File: config.mk
export PLATFORM = sky130hd
export DESIGN_NAME = trace_lockstep_cmp
export DESIGN_NICKNAME = d
export VERILOG_FILES = /design/src/rtl/trace_lockstep_pkg.sv /design/src/rtl/trace_lockstep_fifo.sv /design/src/rtl/trace_lockstep_cmp.sv
export SDC_FILE = /design/constraint.sdc
export NUM_CORES = 1
export LEC_CHECK = 0
export BUFFER_PORTS_ARGS = -buffer_cell sky130_fd_sc_hd__buf_4
export CAP_MARGIN = 20
export CORE_UTILIZATION = 30
export DETAILED_ROUTE_END_ITERATION = 16
export GPL_ROUTABILITY_DRIVEN = 0
export HOLD_SLACK_MARGIN = 0.15
export PLACE_DENSITY = 0.57
export SLEW_MARGIN = 20
export SYNTH_ARGS = -nofsm -noshare
export SYNTH_HDL_FRONTEND = slang
export SYNTH_SLANG_ARGS = --single-unit
export TNS_END_PERCENT = 20
File: constraint.sdc
create_clock -name clk -period 4.8 [get_ports clk]
set_clock_uncertainty 0.15 [all_clocks]
set_input_delay 0.24 -clock clk [delete_from_list [all_inputs] [get_ports clk]]
set_output_delay 0.24 -clock clk [all_outputs]
set_load 0.03 [all_outputs]
File: src/rtl/trace_lockstep_pkg.sv
// Shared constants and the masked lane-compare helper for the lockstep comparator.
package trace_lockstep_pkg;

    localparam logic LEAD_A = 1'b0;
    localparam logic LEAD_B = 1'b1;

    // Upper bounds for the compare helper; callers zero-extend into these widths.
    localparam int unsigned MAX_DATA_W = 256;
    localparam int unsigned MAX_LANES  = 32;
    localparam int unsigned DATA_IDX_W = $clog2(MAX_DATA_W);
    localparam int unsigned LANE_IDX_W = $clog2(MAX_LANES);

    // Masks must agree; data must agree in every lane enabled by the expected mask.
    function automatic logic lanes_equal(
        input logic [MAX_DATA_W-1:0] exp_d,
        input logic [MAX_DATA_W-1:0] act_d,
        input logic [MAX_LANES-1:0]  exp_m,
        input logic [MAX_LANES-1:0]  act_m,
        input int unsigned           data_w,
        input int unsigned           mask_w
    );
        logic        eq;
        int unsigned lane_w;
        eq     = (exp_m == act_m);
        lane_w = data_w / mask_w;
        for (int unsigned j = 0; j < MAX_DATA_W; j++) begin
            if (j < data_w) begin
                if (exp_m[LANE_IDX_W'(j / lane_w)] &&
                    (exp_d[DATA_IDX_W'(j)] != act_d[DATA_IDX_W'(j)])) begin
                    eq = 1'b0;
                end
            end
        end
        return eq;
    endfunction

endpackage

File: src/rtl/trace_lockstep_fifo.sv
// Circular skew buffer with wrap-around pointers; push and pop may coincide, even when full.
module trace_lockstep_fifo #(
    parameter int unsigned DEPTH = 4,
    parameter int unsigned W     = 37
) (
    input  logic                   clk,
    input  logic                   resetn,
    input  logic                   i_clr,
    input  logic                   i_push,
    input  logic                   i_pop,
    input  logic [W-1:0]           i_data,
    output logic [W-1:0]           o_head_c,
    output logic [$clog2(DEPTH):0] o_count
);

    localparam int unsigned PTR_W = $clog2(DEPTH);
    localparam int unsigned CNT_W = PTR_W + 1;

    logic [W-1:0]     r_mem [DEPTH];
    logic [PTR_W-1:0] r_wr_ptr;
    logic [PTR_W-1:0] r_rd_ptr;
    logic [CNT_W-1:0] r_count;

    // Storage carries no reset; only pointers and count define validity.
    always_ff @(posedge clk) begin
        if (i_push && !i_clr) begin
            r_mem[r_wr_ptr] <= i_data;
        end
    end

    always_ff @(posedge clk or negedge resetn) begin
        if (!resetn) begin
            r_wr_ptr <= '0;
            r_rd_ptr <= '0;
            r_count  <= '0;
        end else if (i_clr) begin
            r_wr_ptr <= '0;
            r_rd_ptr <= '0;
            r_count  <= '0;
        end else begin
            if (i_push) r_wr_ptr <= r_wr_ptr + PTR_W'(1);
            if (i_pop)  r_rd_ptr <= r_rd_ptr + PTR_W'(1);
            case ({i_push, i_pop})
                2'b10:   r_count <= r_count + CNT_W'(1);
                2'b01:   r_count <= r_count - CNT_W'(1);
                default: r_count <= r_count;
            endcase
        end
    end

    assign o_head_c = r_mem[r_rd_ptr];
    assign o_count  = r_count;

endmodule

File: src/rtl/trace_lockstep_cmp.sv
// Lockstep comparator for two item streams with bounded skew, masked lane compare and sticky errors.
module trace_lockstep_cmp
    import trace_lockstep_pkg::*;
#(
    parameter int unsigned DATA_W = 36,
    parameter int unsigned MASK_W = 1,
    parameter int unsigned DEPTH  = 4,
    parameter int unsigned CNT_W  = 32
) (
    input  logic                   clk,
    input  logic                   resetn,
    input  logic                   clr,
    input  logic                   a_valid,
    input  logic [DATA_W-1:0]      a_data,
    input  logic [MASK_W-1:0]      a_mask,
    input  logic                   b_valid,
    input  logic [DATA_W-1:0]      b_data,
    input  logic [MASK_W-1:0]      b_mask,
    output logic                   match,
    output logic                   mismatch,
    output logic                   err_mismatch,
    output logic                   err_overflow,
    output logic [DATA_W-1:0]      first_exp,
    output logic [DATA_W-1:0]      first_act,
    output logic [$clog2(DEPTH):0] skew,
    output logic                   lead_b,
    output logic [CNT_W-1:0]       cmp_count
);

    localparam int unsigned ITEM_W = MASK_W + DATA_W;
    localparam int unsigned SKEW_W = $clog2(DEPTH) + 1;

    logic [ITEM_W-1:0] w_a_item;
    logic [ITEM_W-1:0] w_b_item;
    logic [ITEM_W-1:0] w_one_item;
    logic              w_one_side;
    logic [ITEM_W-1:0] w_head;
    logic [SKEW_W-1:0] w_count;
    logic              w_cnt_zero;
    logic              w_full;

    logic              w_push;
    logic              w_pop;
    logic [ITEM_W-1:0] w_push_item;
    logic              w_cmp;
    logic              w_ovf;
    logic              w_set_lead;
    logic [ITEM_W-1:0] w_exp;
    logic [ITEM_W-1:0] w_act;
    logic              w_eq;

    logic              r_lead;
    logic              r_match;
    logic              r_mismatch;
    logic              r_err_mm;
    logic              r_err_ovf;
    logic [DATA_W-1:0] r_first_exp;
    logic [DATA_W-1:0] r_first_act;
    logic [CNT_W-1:0]  r_cnt;

    assign w_a_item   = {a_mask, a_data};
    assign w_b_item   = {b_mask, b_data};
    assign w_one_side = b_valid ? LEAD_B : LEAD_A;
    assign w_one_item = b_valid ? w_b_item : w_a_item;
    assign w_cnt_zero = (w_count == '0);
    assign w_full     = (w_count == SKEW_W'(DEPTH));

    trace_lockstep_fifo #(
        .DEPTH (DEPTH),
        .W     (ITEM_W)
    ) u_fifo (
        .clk      (clk),
        .resetn   (resetn),
        .i_clr    (clr),
        .i_push   (w_push),
        .i_pop    (w_pop),
        .i_data   (w_push_item),
        .o_head_c (w_head),
        .o_count  (w_count)
    );

    // Action decode: the expected side is always the FIFO head when skewed, else A.
    always_comb begin
        w_push      = 1'b0;
        w_pop       = 1'b0;
        w_push_item = '0;
        w_cmp       = 1'b0;
        w_ovf       = 1'b0;
        w_set_lead  = 1'b0;
        w_exp       = '0;
        w_act       = '0;
        if (!clr) begin
            if (a_valid && b_valid) begin
                w_cmp = 1'b1;
                if (w_cnt_zero) begin
                    w_exp = w_a_item;
                    w_act = w_b_item;
                end else begin
                    w_exp       = w_head;
                    w_act       = (r_lead == LEAD_B) ? w_a_item : w_b_item;
                    w_pop       = 1'b1;
                    w_push      = 1'b1;
                    w_push_item = (r_lead == LEAD_B) ? w_b_item : w_a_item;
                end
            end else if (a_valid || b_valid) begin
                if (w_cnt_zero) begin
                    w_push      = 1'b1;
                    w_push_item = w_one_item;
                    w_set_lead  = 1'b1;
                end else if (w_one_side == r_lead) begin
                    if (!w_full) begin
                        w_push      = 1'b1;
                        w_push_item = w_one_item;
                    end else begin
                        w_ovf = 1'b1;
                    end
                end else begin
                    w_cmp = 1'b1;
                    w_pop = 1'b1;
                    w_exp = w_head;
                    w_act = w_one_item;
                end
            end
        end
    end

    assign w_eq = lanes_equal(MAX_DATA_W'(w_exp[DATA_W-1:0]), MAX_DATA_W'(w_act[DATA_W-1:0]),
                              MAX_LANES'(w_exp[ITEM_W-1:DATA_W]), MAX_LANES'(w_act[ITEM_W-1:DATA_W]),
                              DATA_W, MASK_W);

    // Result pulses, sticky errors, first-mismatch capture and saturating counter.
    always_ff @(posedge clk or negedge resetn) begin
        if (!resetn) begin
            r_lead      <= LEAD_A;
            r_match     <= 1'b0;
            r_mismatch  <= 1'b0;
            r_err_mm    <= 1'b0;
            r_err_ovf   <= 1'b0;
            r_first_exp <= '0;
            r_first_act <= '0;
            r_cnt       <= '0;
        end else if (clr) begin
            r_lead      <= LEAD_A;
            r_match     <= 1'b0;
            r_mismatch  <= 1'b0;
            r_err_mm    <= 1'b0;
            r_err_ovf   <= 1'b0;
            r_first_exp <= '0;
            r_first_act <= '0;
            r_cnt       <= '0;
        end else begin
            r_match    <= w_cmp & w_eq;
            r_mismatch <= w_cmp & ~w_eq;
            if (w_set_lead) r_lead <= w_one_side;
            if (w_ovf) r_err_ovf <= 1'b1;
            if (w_cmp && !w_eq && !r_err_mm) begin
                r_err_mm    <= 1'b1;
                r_first_exp <= w_exp[DATA_W-1:0];
                r_first_act <= w_act[DATA_W-1:0];
            end
            if (w_cmp && (r_cnt != '1)) r_cnt <= r_cnt + CNT_W'(1);
        end
    end

    assign match        = r_match;
    assign mismatch     = r_mismatch;
    assign err_mismatch = r_err_mm;
    assign err_overflow = r_err_ovf;
    assign first_exp    = r_first_exp;
    assign first_act    = r_first_act;
    assign skew         = w_count;
    assign lead_b       = r_lead;
    assign cmp_count    = r_cnt;

endmodule
==> key figures <==
CTS
  – Post-CTS Resized: 0
  – Clk sinks: 264
  – Hold buffer count at CTS: 103
  – TritonCTS clock tree: yes
  – Latest clock arrival within the worst-skew pair: 550 ps
  – Clock transition time at the flip-flop clock pins of the worst setup and hold paths: 70 ps
  – Maximum count of clock buffers along a single path: 3
  – Root cell of the clock tree: clkbuf_16
  – # H-tree levels: 1
  – Total setup buffers inserted after CTS: 0
  – Number of buffers created by CTS: 29

Worst setup path
  – Startpoint of the worst-slack reg-to-reg timing path: u_fifo.o_count[1]$_DFFE_PN0P_
  – Setup crit end kind: flip-flop
  – Count of buffering cells on the critical path with inverters included: 3
  – Critical path's slowest cell: nor4_1
  – Setup Crit Path Kind: reg -> reg
  – Delay-heaviest family, CP: simple AND/OR/NAND/NOR gates
  – Number of logic stages on the critical path including buffering: 12
  – Highest fanout seen on the critical path: 43
  – CP arrival: 4770 ps
  – Nature of the critical path startpoint: flip-flop
  – Worst path cell trace: o311a_1 -> buf_4 -> nor2_2 -> buf_4 -> mux2i_1 -> xor2_1 -> nor4_1 -> nand4_1 -> a211oi_2 -> nand2b_2 -> buf_12 -> mux2_2
  – Highest cell delay on the worst timing path: 570 ps
  – Count of cells along the worst register-to-register path: 12
  – Crit path top cell by count: buf_4
  – Critical path origin: u_fifo.o_count[1]$_DFFE_PN0P_
  – CP required: 5080 ps
  – Slack of the worst reg-to-reg path: 310 ps

Flow run
  – Number of max-cap violations: 0

Synthesis
  – Proportion of netlist area held by the largest area contributor: 33.4%
  – Synthesis warning total: 0
  – Synth area leaders: edfxtp_1, dfrtp_1, mux4_2
  – Cell count after synthesis: 1131
  – Async S/R FF share, synth: 43.9%
  – Synthesized area divided by synthesized cell count: 11.8 sq um
  – Cell area after technology mapping: 0.0133 sq mm
  – Number of distinct standard cells referenced by the synthesized netlist: 75
  – Net count after synthesis: 1216
  – Number of synthesized register bits: 264
  – Ys flop type: edfxtp_1
  – Number of flops mapped to enable cells by yosys: 148
  – Post-synthesis cell type with the largest combined area: edfxtp_1
  – Sequential share of the synthesized area: 55.2%

Pwr
  – Largest voltage drop on the vdd net: 0.000233 V
  – Cell internal power dissipation: 4.47 mW
  – Clock power share: 31.5%
  – Combinational cell fraction of total power: 26.8%
  – Leak Pwr: 7.16 nW
  – Total power divided by cell area: 376 mW/mm^2
  – Net load switching power: 2.03 mW
  – Part of the power in registers: 41.7%
  – Net switching fraction of the power: 31.2%

Hold path
  – Critical hold path startpoint: b_data[11]
  – Worst hold path stage count: 4
  – Worst hold path class: in -> reg

Cells and area
  – Commonest non-fill, non-tap cells in the layout: buf_4, nand2_1, edfxtp_1
  – Area taken by flip-flops and latches: 0.00735 sq mm
  – Most common cell after layout, fill and taps aside: buf_4
  – Layout fillers: 4133
  – Combined area of the multi-input logic cells: 0.00553 sq mm
  – Final net count: 1497
  – Synthesis-to-finish area growth: 30.0%
  – Share of cells above drive strength 1: 25.4%
  – Antenna diode count: 0

Routing
  – Antenna Violating Nets Remaining: 0
  – First-pass iteration count of the detailed router: 7
  – 1st-iter DRT viols: 1164
  – DRT Wirelength: 41600 microns
  – Routed wire length per instance: 20.6 microns
  – Via count of the routed design: 10300
  – Via-per-instance ratio: 5.11
  – Drt drc: 0

Global route
  – Number of antenna violations at the first check in global routing: 0
  – Maximum number of pins on one net before global-route repair: 74
  – Number of global-route vias before repair: 10200
  – Global routing usage summed across all routing layers: 18.1%
  – Wire length of the first global-routing pass: 62300 microns
  – Global route overflow: 0

Floorplanning
  – Area of the core: 0.0435 sq mm
  – Initial core utilization: 30.7%
  – Die width: 213 microns
  – Y dimension of the die: 213 microns
  – Site row count: 76
  – Top-level port count: 191
  – Die area: 0.0452 sq mm

Placement
  – I/O Buffers: 190
  – Half-perimeter wire length after placement: 29400 microns
  – Worst setup slack before clock tree synthesis: 264 ps

STA
  – Setup tns final: 0 ps
  – Unrepaired setup endpoints after global routing: false
  – Transition at the pin with the smallest max-transition slack: 793 ps
  – Final critical path time including I/O delays and setup: 4490 ps
  – Slew Viols, Final: 0
  – Final worst-path cycle share: 93.5%
  – Endpoints failing setup: 0
  – Hold Violations, Final: 0
  – Setup WS post-layout: 314 ps
  – Max Clk Rate: 0.223 GHz
  – Max-Slew Margin vs Limit: 47.2%

Outcome
  – Run status: complete, no violations
## registers in the layout, summed over array words and instances (netlist names)
register / cells
u_fifo.r_mem: 148
first_act: 36
err_overflow: 1
err_mismatch: 1
cmp_count: 32
u_fifo.r_rd_ptr: 2
u_fifo.o_count: 3
u_fifo.r_wr_ptr: 2
mismatch: 1
match: 1
lead_b: 1
first_exp: 36
## per-stage QoR
stage	hold WS [ps]	cells	utilization (%)	instance area, sq um	power [mW]
global route	242	2019	39.9	17300	6.78
CTS	184	2017	39.8	17300	6.55
finish	217	2019	39.9	17300	6.50
floorplan	-206	1131	-	13300	3.79
global placement	329	1861	35.4	15400	4.39
detailed placement	327	1861	35.4	15400	4.40
## worst paths after layout
check | endpoint
setup / recovery | first_exp[19]$_DFFE_PN0P_
hold reg to reg | cmp_count[31]$_DFFE_PN0P_
hold / removal | first_act[11]$_DFFE_PN0P_
setup reg to reg | first_exp[19]$_DFFE_PN0P_
min in group asynchronous | cmp_count[5]$_DFFE_PN0P_
max in group asynchronous | first_exp[17]$_DFFE_PN0P_
## metal layers
metal / track usage, % / wire length [microns] / vias to the layer above / part of all wire [%]
li1: - / - / 4758 / -
met1: 25.5 / 18700 / 5086 / 45
met2: 27.7 / 18500 / 391 / 44
met3: 3.09 / 2710 / 84 / 6.5
met4: 7.27 / 1640 / 0 / 3.9
met5: 0 / 0 / - / 0
## worst min-delay path, cell delays in order
cell and delay [ps]:
buf_4 120, nor3_1 80, or2_2 300, mux2i_1 120
## power groups by stage
stage / Clock [mW] / Sequential [mW] / Combinational [mW]
CTS: 2.10 / 2.71 / 1.73
finish: 2.05 / 2.71 / 1.74
floorplan: 0 / 2.90 / 0.885
global route: 2.20 / 2.73 / 1.86
global placement: 0 / 2.75 / 1.64
detailed placement: 0 / 2.75 / 1.65
## cell usage after synthesis, types with 28 or more instances
master    number
nand3_1       28
mux2i_1       66
nand2_1      164
o21ai_0       30
edfxtp_1     148
mux4_2        37
clkbuf_1      40
mux2_2        34
dfrtp_1      116
nor2_1        78
xor2_1        28
a21oi_1       69
## kinds of logic (layout without fill, tap and decap cells)
kind of cell    Yosys count  after routing  synth area share (%)
flops                   264            264                  55.2
fa+ha+maj                 6              6                 0.620
xor+xnor                 34             34                  2.24
buf+inv                  94            397                  3.47
mux                     142            142                  14.5
simple gates            392            392                  13.8
compound gates          199            199                  10.2
## area by class of cell
cell class	count	area share, %
Sequential cell	264	42.4
Multi-Input combinational cell	773	31.9
Timing Repair Buffer	325	16.0
Clock buffer	36	4.34
Tap cell	585	4.23
Clock inverter	17	0.643
Inverter	19	0.412
Power figures use the tool's default switching activity.
